$ cat src/rtl/vga_timing_pkg.sv
// Shared VGA raster timing constants and helpers for the test-pattern path.
package vga_timing_pkg;

    // Default 640x480@60 timing, in pixels (horizontal) and lines (vertical).
    localparam int unsigned DEF_H_ACTIVE  = 640;
    localparam int unsigned DEF_H_FP      = 16;
    localparam int unsigned DEF_H_SYNC    = 96;
    localparam int unsigned DEF_H_BP      = 48;
    localparam int unsigned DEF_V_ACTIVE  = 480;
    localparam int unsigned DEF_V_FP      = 10;
    localparam int unsigned DEF_V_SYNC    = 2;
    localparam int unsigned DEF_V_BP      = 33;
    localparam int unsigned DEF_BAR_WIDTH = 80;

    // Full period of one axis: active + front porch + sync + back porch.
    function automatic int unsigned axis_total(int unsigned active, int unsigned fp,
                                               int unsigned sync, int unsigned bp);
        return active + fp + sync + bp;
    endfunction

    // First count value inside the sync pulse.
    function automatic int unsigned sync_start(int unsigned active, int unsigned fp);
        return active + fp;
    endfunction

    // First count value after the sync pulse (exclusive bound).
    function automatic int unsigned sync_end(int unsigned active, int unsigned fp,
                                             int unsigned sync);
        return active + fp + sync;
    endfunction

    // Bits needed to hold 0..max_val; never less than one.
    function automatic int unsigned cnt_width(int unsigned max_val);
        int unsigned w = 1;
        while ((max_val >> w) != 0) w++;
        return w;
    endfunction

endpackage

$ cat src/rtl/vga_wrap_counter.sv
// Modulo (MAX+1) counter with clear and a same-cycle terminal-count pulse.
module vga_wrap_counter #(
    parameter int unsigned MAX   = 799,
    parameter int unsigned WIDTH = 10
) (
    input  logic             clk,
    input  logic             rst_n,
    input  logic             en,
    input  logic             clr,
    output logic [WIDTH-1:0] count,
    output logic             wrap
);

    localparam logic [WIDTH-1:0] MAX_C = WIDTH'(MAX);

    // Wrap flags the enabled step that returns the count to zero.
    assign wrap = en && (count == MAX_C);

    // Step on enable; clear and terminal count both return to zero.
    always_ff @(posedge clk or negedge rst_n) begin
        if (!rst_n) begin
            count <= '0;
        end else if (en) begin
            // NOTE: non-blocking, so every counter in the raster steps from the same pre-edge values.
            if (clr || count == MAX_C) count <= '0;
            else                       count <= count + WIDTH'(1);
        end
    end

endmodule

$ cat src/rtl/vga_bar_index_gen.sv
// VGA raster timing plus a per-pixel colour-bar index for the 3-to-8 bar decoder.
module vga_bar_index_gen
    import vga_timing_pkg::*;
#(
    parameter int unsigned H_ACTIVE  = DEF_H_ACTIVE,
    parameter int unsigned H_FP      = DEF_H_FP,
    parameter int unsigned H_SYNC    = DEF_H_SYNC,
    parameter int unsigned H_BP      = DEF_H_BP,
    parameter int unsigned V_ACTIVE  = DEF_V_ACTIVE,
    parameter int unsigned V_FP      = DEF_V_FP,
    parameter int unsigned V_SYNC    = DEF_V_SYNC,
    parameter int unsigned V_BP      = DEF_V_BP,
    parameter int unsigned BAR_WIDTH = DEF_BAR_WIDTH
) (
    input  logic       clk,
    input  logic       rst_n,
    input  logic       pix_ce,
    input  logic       scroll,
    output logic       hsync_n,
    output logic       vsync_n,
    output logic       bar_en,
    output logic [2:0] bar_index,
    output logic       frame_start
);

    localparam int unsigned H_TOTAL = axis_total(H_ACTIVE, H_FP, H_SYNC, H_BP);
    localparam int unsigned V_TOTAL = axis_total(V_ACTIVE, V_FP, V_SYNC, V_BP);
    localparam int unsigned HW      = cnt_width(H_TOTAL - 1);
    localparam int unsigned VW      = cnt_width(V_TOTAL - 1);
    localparam int unsigned BPW     = cnt_width(BAR_WIDTH - 1);

    localparam logic [HW-1:0] H_ACT_C    = HW'(H_ACTIVE);
    localparam logic [HW-1:0] HS_START_C = HW'(sync_start(H_ACTIVE, H_FP));
    localparam logic [HW-1:0] HS_END_C   = HW'(sync_end(H_ACTIVE, H_FP, H_SYNC));
    localparam logic [VW-1:0] V_ACT_C    = VW'(V_ACTIVE);
    localparam logic [VW-1:0] VS_START_C = VW'(sync_start(V_ACTIVE, V_FP));
    localparam logic [VW-1:0] VS_END_C   = VW'(sync_end(V_ACTIVE, V_FP, V_SYNC));

    logic [HW-1:0]  h_cnt;
    logic [VW-1:0]  v_cnt;
    logic [BPW-1:0] bar_px_unused;  // position within a bar; only its wrap is consumed
    logic           h_wrap;
    logic           v_wrap;
    logic           bar_wrap;
    logic [2:0]     bar_cnt;
    logic [2:0]     offset;
    logic           active;
    logic           in_hsync;
    logic           in_vsync;

    vga_wrap_counter #(.MAX(H_TOTAL - 1), .WIDTH(HW)) u_h_cnt (
        .clk   (clk),
        .rst_n (rst_n),
        .en    (pix_ce),
        .clr   (1'b0),
        .count (h_cnt),
        .wrap  (h_wrap)
    );

    // The line wrap is the only event that advances the line counter.
    vga_wrap_counter #(.MAX(V_TOTAL - 1), .WIDTH(VW)) u_v_cnt (
        .clk   (clk),
        .rst_n (rst_n),
        .en    (h_wrap),
        .clr   (1'b0),
        .count (v_cnt),
        .wrap  (v_wrap)
    );

    // Pixel-within-bar counter, re-aligned to zero at every line start.
    vga_wrap_counter #(.MAX(BAR_WIDTH - 1), .WIDTH(BPW)) u_bar_px (
        .clk   (clk),
        .rst_n (rst_n),
        .en    (pix_ce),
        .clr   (h_wrap),
        .count (bar_px_unused),
        .wrap  (bar_wrap)
    );

    assign active   = (h_cnt < H_ACT_C) && (v_cnt < V_ACT_C);
    assign in_hsync = (h_cnt >= HS_START_C) && (h_cnt < HS_END_C);
    assign in_vsync = (v_cnt >= VS_START_C) && (v_cnt < VS_END_C);

    // Bar number steps once per bar width and restarts at each line.
    always_ff @(posedge clk or negedge rst_n) begin
        if (!rst_n) begin
            bar_cnt <= '0;
        end else if (pix_ce) begin
            if (h_wrap)        bar_cnt <= '0;
            else if (bar_wrap) bar_cnt <= bar_cnt + 3'd1;
        end
    end

    // Scroll is sampled only on the frame wrap; the offset is never cleared by it.
    always_ff @(posedge clk or negedge rst_n) begin
        if (!rst_n) begin
            offset <= '0;
        end else if (v_wrap && scroll) begin
            offset <= offset + 3'd1;
        end
    end

    // Outputs decode the pre-step counters, so they trail the raster by one pixel step.
    always_ff @(posedge clk or negedge rst_n) begin
        if (!rst_n) begin
            hsync_n     <= 1'b1;
            vsync_n     <= 1'b1;
            bar_en      <= 1'b0;
            bar_index   <= '0;
            frame_start <= 1'b0;
        end else if (pix_ce) begin
            hsync_n     <= !in_hsync;
            vsync_n     <= !in_vsync;
            bar_en      <= active;
            bar_index   <= active ? (bar_cnt + offset) : 3'd0;
            frame_start <= (h_cnt == '0) && (v_cnt == '0);
        end else begin
            frame_start <= 1'b0;
        end
    end

endmodule

$ cat config.mk
export PLATFORM = sky130hd
export DESIGN_NAME = vga_bar_index_gen
export DESIGN_NICKNAME = d
export VERILOG_FILES = /design/src/rtl/vga_timing_pkg.sv /design/src/rtl/vga_wrap_counter.sv /design/src/rtl/vga_bar_index_gen.sv
export SDC_FILE = /design/constraint.sdc
export NUM_CORES = 1
export LEC_CHECK = 0
export ABC_AREA = 1
export CAP_MARGIN = 5
export CORE_MARGIN = 2
export CORE_UTILIZATION = 60
export DETAILED_ROUTE_END_ITERATION = 16
export PLACE_DENSITY = 0.84
export SLEW_MARGIN = 20
export SYNTH_ARGS = -nofsm -noshare
export SYNTH_HDL_FRONTEND = slang
export SYNTH_HIERARCHICAL = 1
export SYNTH_SLANG_ARGS = --single-unit
$ cat constraint.sdc
create_clock -name clk -period 2.5 [get_ports clk]
set_input_delay 0.5 -clock clk [delete_from_list [all_inputs] [get_ports clk]]
set_output_delay 0.5 -clock clk [all_outputs]
set_load 0.01 [all_outputs]
==> impl_metrics.csv, run 1 <==
group,metric,value,unit
clocking,cts.htree.levels,2,
clocking,postCtsSetupBuffers,0,
placement,portBuffers,10,
placement,hpwl,3.321,mm
synthesis,synth_cell_types,31,
critical_path,worstSetupStartpoint,"u_h_cnt/count[0]",
clocking,clkTransAtPathRegs,0.08,ns
critical_path,startpoint_type,"flop",
timing,period_minus_slack,1.964,ns
power_and_ir_drop,seq_power_share,0.524,
timing,fmax,509.3,MHz
power_and_ir_drop,comb_power_share,0.171,
global_route,antenna_found_initial,0,
cells_and_area,area_delta_synth_final,10.71,%
power_and_ir_drop,switchingPower,455.0,uW
cells_and_area,n_fill_cell,323,
global_route,overflow,0,
global_route,grt_pass1_vias,1881,
min_path,hold_class,"in2async",
global_route,grt_pass1_wl,8.286,mm
cells_and_area,layout_common_cells,"84 x nand2_1, 46 x inv_1, 45 x nor2_1",
route,drc,0,
critical_path,critical_path_class,"reg2reg",
critical_path,endpoint,"u_v_cnt/count[9]",
global_route,grt_usage,0.2478,
timing,finalCritPeriodShare,0.7854,
synthesis,ys_seq_elements,40,
floorplanning,dieArea,4490,um2
clocking,clk_path_buf_depth,2,
critical_path,rrSetupSlack,0.54,ns
floorplanning,fp.dieW,67.01,um
clocking,cts_resized,0,
floorplanning,die_height,67.01,um
route,wl_per_cell,12.05,um
timing,tns,0,ns
cells_and_area,diodes,0,
route,via_count,1968,
cells_and_area,final_common_cell,"nand2_1",
power_and_ir_drop,power.total,1503,uW
clocking,cts_num_sinks,40,
critical_path,r2r-end,"u_v_cnt/count[9]",
floorplanning,boundaryPins,11,
route,drt_iter0_markers,135,
cells_and_area,finalNetCount,347,
critical_path,cp-end-kind,"flop",
timing,max-slew-margin-rel,0.4010,
power_and_ir_drop,ir_drop,419.1,uV
synthesis,avgSynthCellArea,7.515,um2
critical_path,timing.rr.start,"u_h_cnt/count[0]",
power_and_ir_drop,swShare,0.3028,
timing,rsz0062_at_grt,"false",
route,ant_nets,0,
timing,finalClockSkew,0.006742,ns
critical_path,worst_ep_required_time,2.68,ns
timing,tightestPinTransition,0.8986,ns
cells_and_area,drive_above_1_share,0.1012,
clocking,cts_buffers,5,
global_route,grt_start_max_net_pins,41,
power_and_ir_drop,p_clk_frac,0.305,
timing,whs,0.3222,ns
route,via_per_inst,5.125,
floorplanning,start_util,0.6364,
synthesis,synth_area,2382,um2
route,firstDrtPassIters,4,
clocking,root_buffer,"clkbuf_8",
clocking,cts_tree,"done",
power_and_ir_drop,power.density,569.7,nW/um2
route,routed_wl,4.627,mm
clocking,cts-hold-fix-buffers,0,
critical_path,arrival,2.14,ns
synthesis,seq_area_frac_synth,0.4212,
cells_and_area,final_util,0.7045,
power_and_ir_drop,p_leak,0.001283,uW
critical_path,cp_max_fo,19,
critical_path,r2r_cells,11,
job,maxCapViolCount,0,
synthesis,synth_warnings,6,
floorplanning,rows,22,
synthesis,syn_inst,317,
run_status,status,"finished clean",
floorplanning,core,3744,um2
timing,hold_violations,0,
placement,gp_congestion,0.8317,
timing,maxSlewViolCount,0,
timing,setup_viol,0,
power_and_ir_drop,p_int,1048,uW
clocking,clock_latency,0.30,ns
-- routing by layer --
| layer | routed length, um | vias up | track usage |
|---|---|---|---|
| met5 | 0 | - | 0 |
| li1 | - | 1017 | - |
| met1 | 2162 | 907 | 0.3236 |
| met2 | 2232 | 38 | 0.4035 |
| met3 | 172 | 6 | 0.06081 |
| met4 | 59 | 0 | 0.07653 |
-- cell type report --
type	instances	area (um2)	area share
inverter	47	176.4	0.06689
sequential	40	1003	0.3805
timing repair buffer	12	110.1	0.04175
clock inverter	1	7.507	0.002846
clock buffer	7	86.33	0.03273
multi-input combinational	229	1194	0.4526
tap	48	60.06	0.02277
-- worst max-delay path: stages, from the launching register on --
cell and delay (ns):
dfrtp_1 0.42, ha_1 0.19, nand3_1 0.13, inv_1 0.13
nand2_1 0.07, nor2_1 0.10, buf_4 0.25, nand3_1 0.13
nor2_1 0.19, nand3_1 0.11, nand2_1 0.08, a21oi_1 0.04
-- power groups by stage --
| stage | registers [uW] | logic, uW | clock network [uW] |
|---|---|---|---|
| 2_1_floorplan | 780 | 197 | 0 |
| 3_3_place_gp | 795 | 241 | 0 |
| 3_5_place_dp | 799 | 258 | 0 |
| 4_1_cts | 786 | 259 | 470 |
| 5_1_grt | 799 | 313 | 489 |
| 6_report | 787 | 257 | 458 |
-- cells in the mapped netlist --
| cell | count | share of area |
|---|---|---|
| nor2_2 | 6 | 0.016 |
| xnor2_1 | 4 | 0.015 |
| dfrtp_1 | 38 | 0.40 |
| a21oi_1 | 12 | 0.025 |
| ha_1 | 7 | 0.037 |
| buf_4 | 1 | 0.0032 |
| xor2_1 | 6 | 0.022 |
| inv_2 | 1 | 0.0016 |
| conb_1 | 1 | 0.0016 |
| nand4_1 | 2 | 0.0053 |
| or2_0 | 3 | 0.0079 |
| a21oi_4 | 2 | 0.014 |
| nand2_4 | 1 | 0.0047 |
| nand3_1 | 27 | 0.057 |
| nor3_1 | 1 | 0.0021 |
| nor2_4 | 2 | 0.0095 |
| nand3_2 | 3 | 0.013 |
| o22ai_1 | 2 | 0.0053 |
| nand2_2 | 3 | 0.0079 |
| buf_2 | 1 | 0.0021 |
| a21oi_2 | 3 | 0.011 |
| dfstp_2 | 2 | 0.022 |
| o21ai_1 | 3 | 0.0063 |
| nand2_1 | 84 | 0.13 |
| o21bai_1 | 1 | 0.0032 |
| nand3b_1 | 2 | 0.0063 |
| fa_1 | 1 | 0.0084 |
| nor2_1 | 45 | 0.071 |
| o21ai_0 | 6 | 0.013 |
| o21ai_4 | 1 | 0.0068 |
| inv_1 | 46 | 0.072 |
-- stage by stage --
stage	area, um2	std cells	setup slack [ns]
after global routing	2638	384	0.2937
after detailed placement	2544	376	0.4294
after CTS	2638	384	0.5499
final	2638	384	0.5364
after global placement	2544	376	0.4842
after floorplan	2386	318	0.8115
-- state kept, by name, indices dropped and copies added (netlist names) --
name,count
u_bar_px/count,7
hsync_n,1
u_v_cnt/count,10
offset,3
vsync_n,1
bar_en,1
bar_index,3
u_h_cnt/count,10
bar_cnt,3
frame_start,1
-- worst min path at each step --
stage	from	to	slack, ns	cells past startpoint
5_1_grt	rst_n	u_h_cnt/count[0]	0.41	1
3_5_place_dp	bar_en	bar_en	0.47	2
3_3_place_gp	bar_en	bar_en	0.47	2
6_report	rst_n	u_h_cnt/count[2]	0.32	1
4_1_cts	rst_n	u_h_cnt/count[2]	0.34	1
2_1_floorplan	rst_n	bar_cnt[0]	0.20	0
-- cells by family after synthesis --
family | share of synthesized area
AO/OA/AOI/OAI | 0.08404
AND/OR/NAND/NOR | 0.3319
buffers and inverters | 0.07931
XOR/XNOR | 0.03676
other | 0.001574
flip-flops | 0.4212
adder cells (fa/ha/maj) | 0.04517
(Power assumes the default switching activity.)
==> inputs of run 2 (changes only) <==
Settings changed: CORE_UTILIZATION 60 to 54, PLACE_DENSITY 0.84 to 0.8.
Clock period 2.5 ns to 1.6 ns, I/O delays scaled along.
==> run 2 against run 1 <==
  * The flow now finishes with violations (setup timing)
  * Sequential share of layout area is 4.3 points lower
  * Clock skew is 0.0084 ns higher
  * Cell count is 8.9% higher
  * Fmax is 17% higher
  * Register-to-register slack worse by 0.61 ns
  * Clock power is 88% higher
  * Critical path type unchanged
  * Largest cell class unchanged
==> impl_metrics.csv, run 2 (synthesis gave the netlist of run 1 again) <==
group,metric,value,unit
timing,setup_ws,-0.07407,ns
route,ant_nets,0,
floorplanning,start_util,0.5548,
critical_path,arrival,1.86,ns
placement,dpl.cell_count,403,
min_path,hold_class,"in2async",
timing,finalCritPeriodShare,1.046,
cells_and_area,final_util,0.6932,
global_route,grt_usage,0.2318,
clocking,clk_path_buf_depth,2,
cells_and_area,largest_registers,"u_h_cnt/count: 10 flops, u_v_cnt/count: 10 flops, u_bar_px/count: 7 flops",
power_and_ir_drop,p_int,1776,uW
clocking,cts_buffers,5,
run_status,status,"complete, but fails checks",
floorplanning,core,4294,um2
cells_and_area,area_delta_synth_final,24.95,%
floorplanning,rows,24,
placement,gp_congestion,0.8312,
clocking,clkTransAtPathRegs,0.09,ns
clocking,clock_latency,0.31,ns
power_and_ir_drop,switchingPower,736.9,uW
route,via_count,2154,
global_route,grt_pass1_vias,2038,
timing,setup_viol,6,
floorplanning,boundaryPins,11,
route,via_per_inst,5.153,
cells_and_area,stdcell_area,2977,um2
cells_and_area,instances_no_fill,418,
global_route,antenna_found_initial,0,
power_and_ir_drop,ir_drop,530.9,uV
clocking,cts-hold-fix-buffers,0,
timing,hold_violations,0,
timing,period_minus_slack,1.674,ns
route,firstDrtPassIters,5,
power_and_ir_drop,p_clk_frac,0.342,
placement,portBuffers,10,
cells_and_area,finalNetCount,377,
timing,finalClockSkew,0.01514,ns
placement,placed_area,2726,um2
timing,maxSlewViolCount,0,
global_route,overflow,0,
floorplanning,die_height,70.42,um
placement,hpwl,3.534,mm
placement,place_ws,-0.1547,ns
critical_path,worst_ep_required_time,1.78,ns
clocking,cts.htree.levels,2,
critical_path,startpoint_type,"flop",
floorplanning,dieArea,4959,um2
cells_and_area,final_common_cell,"nand2_1",
clocking,cts_num_sinks,40,
critical_path,cp_max_fo,5,
timing,tns,-0.1861,ns
power_and_ir_drop,swShare,0.2932,
clocking,cts_tree,"done",
cells_and_area,diodes,0,
cells_and_area,layout_common_cells,"81 x nand2_1, 44 x inv_1, 39 x nor2_1",
route,drc,0,
route,wl_per_cell,12.65,um
timing,max-slew-margin-rel,0.6571,
power_and_ir_drop,power.density,844.3,nW/um2
timing,tightestPinTransition,0.5143,ns
power_and_ir_drop,comb_power_share,0.171,
route,drt_iter0_markers,142,
critical_path,critical_path_class,"reg2reg",
route,routed_wl,5.286,mm
floorplanning,fp.dieW,70.42,um
cells_and_area,drive_above_1_share,0.2295,
timing,rsz0062_at_grt,"true",
clocking,root_buffer,"clkbuf_8",
run_status,violations,"setup timing",
job,maxCapViolCount,0,
global_route,grt_start_max_net_pins,41,
global_route,grt_pass1_wl,9.080,mm
power_and_ir_drop,p_leak,0.001461,uW
power_and_ir_drop,seq_power_share,0.488,
critical_path,cp-end-kind,"flop",
timing,fmax,597.3,MHz
==> run 2: changes by cell type in the layout (fill, tap and decap cells not counted), sizes merged <==
cell,delta
clkinv,+2
dlygate4sd2,+2
buf,+30
clkinvlp,-1
clkbuf,-2
clkdlybuf4s50,-2
bufinv,+1
==> run 2: final timing paths <==
kind | from | to | slack [ns] | cells past startpoint
min | rst_n | u_h_cnt/count[3] | 0.07 | 2
max | u_h_cnt/count[0] | u_v_cnt/count[9] | -0.07 | 11
min reg2reg | bar_index[0] | bar_index[0] | 0.48 | 2
max reg2reg | u_h_cnt/count[0] | u_v_cnt/count[9] | -0.07 | 11
max in group asynchronous | rst_n | u_v_cnt/count[7] | 1.17 | 2
min in group clk | bar_index[0] | bar_index[0] | 0.48 | 2
==> run 2: power by group through the flow <==
stage | Combinational (uW) | Clock (uW) | Sequential (uW)
4_1_cts | 429 | 876 | 1230
3_5_place_dp | 421 | 0 | 1240
6_report | 429 | 859 | 1230
2_1_floorplan | 308 | 0 | 1220
5_1_grt | 506 | 914 | 1250
3_3_place_gp | 400 | 0 | 1240
==> run 2: per-stage QoR <==
| stage | total power, uW | hold WS (ns) |
|---|---|---|
| 2_1_floorplan | 1526 | 0.02441 |
| 3_3_place_gp | 1637 | 0.4126 |
| 3_5_place_dp | 1658 | 0.4139 |
| 4_1_cts | 2531 | 0.08775 |
| 5_1_grt | 2666 | 0.1170 |
| 6_report | 2513 | 0.06762 |
==> run 2: layer usage <==
| metal | part of all wire | global-route usage |
|---|---|---|
| met5 | 0 | 0 |
| met4 | 0.016 | 0.06410 |
| met3 | 0.042 | 0.04329 |
| met2 | 0.50 | 0.4015 |
| met1 | 0.44 | 0.2956 |
==> run 2: repair_timing <==
item | CTS | global route
resized for setup | 14 | 13
pin swaps | 6 | 10
setup buffers | 6 | 0
endpoints found under the setup margin | 18 | 20
gates cloned | 1 | 0
==> run 2: layout make-up <==
cell class | count | area (um2)
multi-input combinational | 229 | 1281
timing repair buffer | 42 | 334.1
fill | 343 | 1318
clock buffer | 5 | 68.82
clock inverter | 3 | 47.55
sequential | 40 | 1003
inverter | 47 | 176.4
tap | 52 | 65.06
==> run 2: worst max-delay path: stages (launching register included) <==
cell     delay [ns]
dfrtp_1        0.38
ha_2           0.20
nand3_2        0.09
inv_2          0.09
nand2_4        0.06
nor2_4         0.11
buf_6          0.15
nand3_2        0.12
nor2_4         0.13
nand3_1        0.09
nand2_1        0.10
a21oi_2        0.04
